[config.mk]
export PLATFORM = sky130hd
export DESIGN_NAME = axilite_s_regbank
export DESIGN_NICKNAME = d
export VERILOG_FILES = /design/src/rtl/axilite_s_regbank.sv
export SDC_FILE = /design/constraint.sdc
export NUM_CORES = 1
export LEC_CHECK = 0
export ABC_CLOCK_PERIOD_IN_PS = 3500
export CELL_PAD_IN_SITES_DETAIL_PLACEMENT = 0
export CELL_PAD_IN_SITES_GLOBAL_PLACEMENT = 1
export CORE_AREA = 4 4 454 456
export CTS_CLUSTER_DIAMETER = 150
export DETAILED_ROUTE_END_ITERATION = 16
export DIE_AREA = 0 0 458 460
export HOLD_SLACK_MARGIN = 0.05
export PLACE_DENSITY_LB_ADDON = 0.08
export SETUP_SLACK_MARGIN = 0.5
export SLEW_MARGIN = 20
export SYNTH_ARGS = -nofsm -noshare
export SYNTH_HDL_FRONTEND = slang
export SYNTH_SLANG_ARGS = --single-unit
[constraint.sdc]
create_clock -name axi_aclk -period 3.5 [get_ports axi_aclk]
set_clock_uncertainty 0.1 [all_clocks]
set_input_delay 0.525 -clock axi_aclk [delete_from_list [all_inputs] [get_ports axi_aclk]]
set_output_delay 0.525 -clock axi_aclk [all_outputs]
set_load 0.01 [all_outputs]
[src/rtl/axilite_s_regbank.sv]
// AXI4-Lite slave register bank: NUM_REGS bus-writable registers with
// per-register read-only override, byte strobes and per-register commit strobes.
module axilite_s_regbank #(
  parameter int unsigned          ADDR_WIDTH = 15,
  parameter int unsigned          DATA_WIDTH = 32,
  parameter int unsigned          NUM_REGS   = 16,
  parameter logic [NUM_REGS-1:0]  RO_MASK    = '0
) (
  input  logic                            axi_aclk,
  input  logic                            axi_aresetn,
  input  logic [ADDR_WIDTH-1:0]           awaddr,
  input  logic                            awvalid,
  output logic                            awready,
  input  logic [DATA_WIDTH-1:0]           wdata,
  input  logic [DATA_WIDTH/8-1:0]         wstrb,
  input  logic                            wvalid,
  output logic                            wready,
  output logic [1:0]                      bresp,
  output logic                            bvalid,
  input  logic                            bready,
  input  logic [ADDR_WIDTH-1:0]           araddr,
  input  logic                            arvalid,
  output logic                            arready,
  output logic [DATA_WIDTH-1:0]           rdata,
  output logic [1:0]                      rresp,
  output logic                            rvalid,
  input  logic                            rready,
  output logic [NUM_REGS*DATA_WIDTH-1:0]  reg_q,
  input  logic [NUM_REGS*DATA_WIDTH-1:0]  reg_ro_d,
  output logic [NUM_REGS-1:0]             wr_pulse
);

  localparam int unsigned         STRB_W      = DATA_WIDTH / 8;
  localparam int unsigned         OFF_BITS    = $clog2(STRB_W);
  localparam int unsigned         IDX_W       = (NUM_REGS > 1) ? $clog2(NUM_REGS) : 1;
  localparam logic [ADDR_WIDTH-1:0] NUM_REGS_A = ADDR_WIDTH'(NUM_REGS);
  localparam logic [1:0]          RESP_OKAY   = 2'b00;
  localparam logic [1:0]          RESP_SLVERR = 2'b10;

  typedef enum logic {W_IDLE = 1'b0, W_RESP = 1'b1} w_state_t;
  typedef enum logic {R_IDLE = 1'b0, R_DATA = 1'b1} r_state_t;

  function automatic logic addr_in_range(input logic [ADDR_WIDTH-1:0] addr);
    return (addr >> OFF_BITS) < NUM_REGS_A;
  endfunction

  function automatic logic [IDX_W-1:0] addr_index(input logic [ADDR_WIDTH-1:0] addr);
    logic [ADDR_WIDTH-1:0] word;
    word = addr >> OFF_BITS;
    return word[IDX_W-1:0];
  endfunction

  // Write path state
  w_state_t               w_state, w_state_n;
  logic                   aw_held, aw_held_n;
  logic [ADDR_WIDTH-1:0]  aw_addr_q, aw_addr_n;
  logic                   w_held, w_held_n;
  logic [DATA_WIDTH-1:0]  w_data_q, w_data_n;
  logic [STRB_W-1:0]      w_strb_q, w_strb_n;
  logic                   awready_n, wready_n, bvalid_n;
  logic [1:0]             bresp_n;
  logic [NUM_REGS-1:0]    wr_pulse_n;
  logic [DATA_WIDTH-1:0]  regs_q [NUM_REGS];
  logic [DATA_WIDTH-1:0]  regs_n [NUM_REGS];

  logic                   aw_hs, w_hs, aw_have, w_have, cmt_ok;
  logic [ADDR_WIDTH-1:0]  cmt_addr;
  logic [DATA_WIDTH-1:0]  cmt_data;
  logic [STRB_W-1:0]      cmt_strb;
  logic [IDX_W-1:0]       cmt_idx;

  // Read path state
  r_state_t               r_state, r_state_n;
  logic                   arready_n, rvalid_n;
  logic [DATA_WIDTH-1:0]  rdata_n;
  logic [1:0]             rresp_n;
  logic [IDX_W-1:0]       ar_idx;
  logic                   ar_in;
  logic [DATA_WIDTH-1:0]  ro_words [NUM_REGS];

  always_comb begin
    for (int unsigned i = 0; i < NUM_REGS; i++) begin
      ro_words[i] = reg_ro_d[i*DATA_WIDTH +: DATA_WIDTH];
    end
  end

  always_comb begin
    reg_q = '0;
    for (int unsigned i = 0; i < NUM_REGS; i++) begin
      reg_q[i*DATA_WIDTH +: DATA_WIDTH] = regs_q[i];
    end
  end

  // Write next-state: the partner of an already-latched half can arrive
  // straight from the bus, so the commit source muxes held vs live values.
  always_comb begin
    w_state_n  = w_state;
    aw_held_n  = aw_held;
    aw_addr_n  = aw_addr_q;
    w_held_n   = w_held;
    w_data_n   = w_data_q;
    w_strb_n   = w_strb_q;
    awready_n  = awready;
    wready_n   = wready;
    bvalid_n   = bvalid;
    bresp_n    = bresp;
    wr_pulse_n = '0;
    regs_n     = regs_q;

    aw_hs    = awvalid & awready;
    w_hs     = wvalid & wready;
    aw_have  = aw_held | aw_hs;
    w_have   = w_held | w_hs;
    cmt_addr = aw_held ? aw_addr_q : awaddr;
    cmt_data = w_held ? w_data_q : wdata;
    cmt_strb = w_held ? w_strb_q : wstrb;
    cmt_idx  = addr_index(cmt_addr);
    cmt_ok   = addr_in_range(cmt_addr) && !RO_MASK[cmt_idx];

    case (w_state)
      W_IDLE: begin
        if (aw_hs) begin
          aw_held_n = 1'b1;
          aw_addr_n = awaddr;
        end
        if (w_hs) begin
          w_held_n = 1'b1;
          w_data_n = wdata;
          w_strb_n = wstrb;
        end
        if (aw_have && w_have) begin
          aw_held_n = 1'b0;
          w_held_n  = 1'b0;
          awready_n = 1'b0;
          wready_n  = 1'b0;
          bvalid_n  = 1'b1;
          w_state_n = W_RESP;
          if (cmt_ok) begin
            bresp_n             = RESP_OKAY;
            wr_pulse_n[cmt_idx] = 1'b1;
            for (int unsigned b = 0; b < STRB_W; b++) begin
              if (cmt_strb[b]) begin
                regs_n[cmt_idx][8*b +: 8] = cmt_data[8*b +: 8];
              end
            end
          end else begin
            bresp_n = RESP_SLVERR;
          end
        end else begin
          awready_n = !aw_have;
          wready_n  = !w_have;
        end
      end
      W_RESP: begin
        if (bready) begin
          bvalid_n  = 1'b0;
          awready_n = 1'b1;
          wready_n  = 1'b1;
          w_state_n = W_IDLE;
        end
      end
      default: w_state_n = W_IDLE;
    endcase
  end

  // Write state register
  always_ff @(posedge axi_aclk or negedge axi_aresetn) begin
    if (!axi_aresetn) begin
      w_state   <= W_IDLE;
      aw_held   <= 1'b0;
      aw_addr_q <= '0;
      w_held    <= 1'b0;
      w_data_q  <= '0;
      w_strb_q  <= '0;
      awready   <= 1'b0;
      wready    <= 1'b0;
      bvalid    <= 1'b0;
      bresp     <= '0;
      wr_pulse  <= '0;
      for (int unsigned i = 0; i < NUM_REGS; i++) begin
        regs_q[i] <= '0;
      end
    end else begin
      w_state   <= w_state_n;
      aw_held   <= aw_held_n;
      aw_addr_q <= aw_addr_n;
      w_held    <= w_held_n;
      w_data_q  <= w_data_n;
      w_strb_q  <= w_strb_n;
      awready   <= awready_n;
      wready    <= wready_n;
      bvalid    <= bvalid_n;
      bresp     <= bresp_n;
      wr_pulse  <= wr_pulse_n;
      regs_q    <= regs_n;
    end
  end

  // Read next-state: data is taken from regs_q, i.e. before any same-edge commit
  always_comb begin
    r_state_n = r_state;
    arready_n = arready;
    rvalid_n  = rvalid;
    rdata_n   = rdata;
    rresp_n   = rresp;
    ar_idx    = addr_index(araddr);
    ar_in     = addr_in_range(araddr);

    case (r_state)
      R_IDLE: begin
        arready_n = 1'b1;
        if (arvalid && arready) begin
          arready_n = 1'b0;
          rvalid_n  = 1'b1;
          r_state_n = R_DATA;
          if (!ar_in) begin
            rdata_n = '0;
            rresp_n = RESP_SLVERR;
          end else if (RO_MASK[ar_idx]) begin
            rdata_n = ro_words[ar_idx];
            rresp_n = RESP_OKAY;
          end else begin
            rdata_n = regs_q[ar_idx];
            rresp_n = RESP_OKAY;
          end
        end
      end
      R_DATA: begin
        if (rready) begin
          rvalid_n  = 1'b0;
          arready_n = 1'b1;
          r_state_n = R_IDLE;
        end
      end
      default: r_state_n = R_IDLE;
    endcase
  end

  // Read state register
  always_ff @(posedge axi_aclk or negedge axi_aresetn) begin
    if (!axi_aresetn) begin
      r_state <= R_IDLE;
      arready <= 1'b0;
      rvalid  <= 1'b0;
      rdata   <= '0;
      rresp   <= '0;
    end else begin
      r_state <= r_state_n;
      arready <= arready_n;
      rvalid  <= rvalid_n;
      rdata   <= rdata_n;
      rresp   <= rresp_n;
    end
  end

endmodule

==> impl_metrics.env <==
export IMPL_path_clk_slew_ps=50
export IMPL_synthFlopType="dfrtp_1"
export IMPL_place_congestion=0.720
export IMPL_worstMarginPinSlew_ps=988
export IMPL_final_period_utilization=0.803
export IMPL_r2r_start="aw_held"
export IMPL_crit_fanout=68
export IMPL_power_total_w=0.0204
export IMPL_critPathArrivalTime_ps=3280
export IMPL_slew_violations=0
export IMPL_final_cells=5308
export IMPL_insertion_delay_ps=710
export IMPL_layout_nets=3152
export IMPL_required_ps=3970
export IMPL_antenna_left=0
export IMPL_ys_ff_latch=620
export IMPL_yosysTopAreaCell="dfrtp_1"
export IMPL_drt_iter0_markers=955
export IMPL_fmax_ghz=0.356
export IMPL_numCtsBuffers=87
export IMPL_async_flop_share=1.00
export IMPL_grt_max_degree=70
export IMPL_yosysMostFrequentCell="dfrtp_1"
export IMPL_syn_avg_cell_area_um2=16.6
export IMPL_p_leak_nw=18.3
export IMPL_synth_warnings=0
export IMPL_cts_sinks=620
export IMPL_start_util=0.148
export IMPL_ys_types=45
export IMPL_cts_htree_levels=3
export IMPL_routed_wl_um=154000
export IMPL_r2r_end="reg_q[91]"
export IMPL_rsz0062_at_grt="no"
export IMPL_routedWlPerCell_um=29.1
export IMPL_core_area_mm2=0.202
export IMPL_synthTopCellsByCount="dfrtp_1 (620), mux2_2 (311), mux2_1 (157)"
export IMPL_area_delta_synth_final_pct=47.7
export IMPL_syn_area_mm2=0.0298
export IMPL_gr_total_overflow=0
export IMPL_die_area_mm2=0.211
export IMPL_fp_dieW_um=458
export IMPL_fin_ws_ps=689
export IMPL_maxCapViolCount=0
export IMPL_cp_start_kind="flip-flop"
export IMPL_clockBufferDepth=3
export IMPL_reg2reg_depth=6
export IMPL_fin_tns_setup_ps=0
export IMPL_max_vdd_ir_drop_v=0.000341
export IMPL_fillers=21200
export IMPL_worst_r2r_setup_slack_ps=690
export IMPL_viasPerCell=3.77
export IMPL_place_inst=5148
export IMPL_finish_utilization=0.218
export IMPL_post_place_ws_ps=122
export IMPL_grtUsageTotal=0.144
export IMPL_hold_viol_final=0
export IMPL_seq_area_frac_synth=0.521
export IMPL_grt_pass1_vias=22200
export IMPL_relSlewSlack=0.340
export IMPL_drt_pass1_iter_count=5
export IMPL_fin_crit_ps=2810
export IMPL_syn_inst=1799
export IMPL_synth_area_leaders="dfrtp_1 (52%), mux2_2 (12%), mux4_2 (9.7%)"
export IMPL_setup_viol=0
export IMPL_rows=165
export IMPL_port_buffers=635
export IMPL_min_path_type="input pin to asynchronous set/reset pin"
export IMPL_boundaryPins=1154
export IMPL_status="finished, final reports clean"
export IMPL_drive_gt1_frac=0.364
export IMPL_fp_dieH_um=460
export IMPL_endpoint_kind="flip-flop"
export IMPL_synth_top_area_share=0.521
export IMPL_powerDensity_mw_per_mm2=465
export IMPL_vias=20000
export IMPL_cts_tree="built"
export IMPL_criticalPathCategory="flip-flop to flip-flop"
export IMPL_hpwl_um=111000
export IMPL_grt_pass1_wl_um=208000
export IMPL_antenna_found_initial=22
export IMPL_synth_edf_count=0
export IMPL_cts_root_buf="clkbuf_16"
export IMPL_drc_errors=0
flip-flops by register name, indices dropped and copies added, names as in the netlist, 4 cells and up:
signal and cells:
wr_pulse 16, rdata 32, aw_addr_q 13, w_data_q 32, reg_q 512, w_strb_q 4
cells in the final DEF (no fill, tap or decap), types with 64 or more instances in the layout:
cell	synthesis	layout
buf_12	0	75
mux2_4	128	128
mux2_2	311	311
dfrtp_1	620	618
clkbuf_16	0	90
mux4_2	128	128
buf_4	9	91
clkdlybuf4s50_1	0	630
mux2_1	157	157
a2111oi_4	64	64
per-layer routing:
metal,vias to the layer above,track usage,part of all wire
li1,8484,-,-
met1,10700,0.183,0.44
met2,605,0.228,0.46
met3,146,0.0579,0.083
met4,16,0.0323,0.017
met5,-,0,0.00065
cell type report:
cell class / count / area (um2) / area share
Clock inverter: 18 / 140 / 0.00319
Inverter: 6 / 22.5 / 0.000512
Antenna cell: 7 / 17.5 / 0.000398
Tap cell: 2672 / 3340 / 0.0760
Timing Repair Buffer: 801 / 8560 / 0.194
Clock buffer: 133 / 2620 / 0.0596
Multi-Input combinational cell: 1051 / 13800 / 0.313
Sequential cell: 620 / 15500 / 0.353
critical path: stages, from the launching register on:
cell	delay, ps
dfrtp_2	550
nor4b_2	390
nand3_4	120
buf_12	290
a2111oi_4	530
buf_4	320
mux2_4	320
report_power, final:
part	switching, W	total [W]	internal (W)
clock network	0.00358	0.00878	0.00519
registers	0.000297	0.00783	0.00753
logic	0.00268	0.00384	0.00116
total	0.00656	0.0204	0.0139
per-stage QoR:
| stage | hold WS [ps] | cell area (um2) |
|---|---|---|
| floorplan | 129 | 29800 |
| global placement | 380 | 41200 |
| detailed placement | 379 | 41200 |
| CTS | 237 | 44000 |
| global route | 290 | 44000 |
| finish | 289 | 44000 |
kinds of logic after synthesis:
logic type,after synthesis,share of synthesized area
buffers and inverters,129,0.0195
and+or+nand+nor,130,0.0236
other,1,0.000126
DFF,620,0.521
AOI/OAI and AO/OA,163,0.0870
muxes,756,0.349
worst max path at each step:
| stage | start | to | depth (start not counted) |
|---|---|---|---|
| after global routing | aw_held | reg_q[93] | 6 |
| final | aw_held | reg_q[91] | 6 |
| after CTS | aw_held | reg_q[91] | 6 |
| after floorplan | araddr[2] | rdata[16] | 6 |
| after detailed placement | awaddr[4] | reg_q[251] | 6 |
| after global placement | awaddr[11] | reg_q[92] | 8 |
timing repair:
action / in CTS / in global routing
gates resized for setup: 1 / 2
buffers inserted: 0 / 1
pin swaps: 0 / 1
endpoints found under the setup margin: 30 / 6
hold endpoints to repair: 49 / 0
hold buffers: 1 / 0
(Power assumes the default switching activity.)
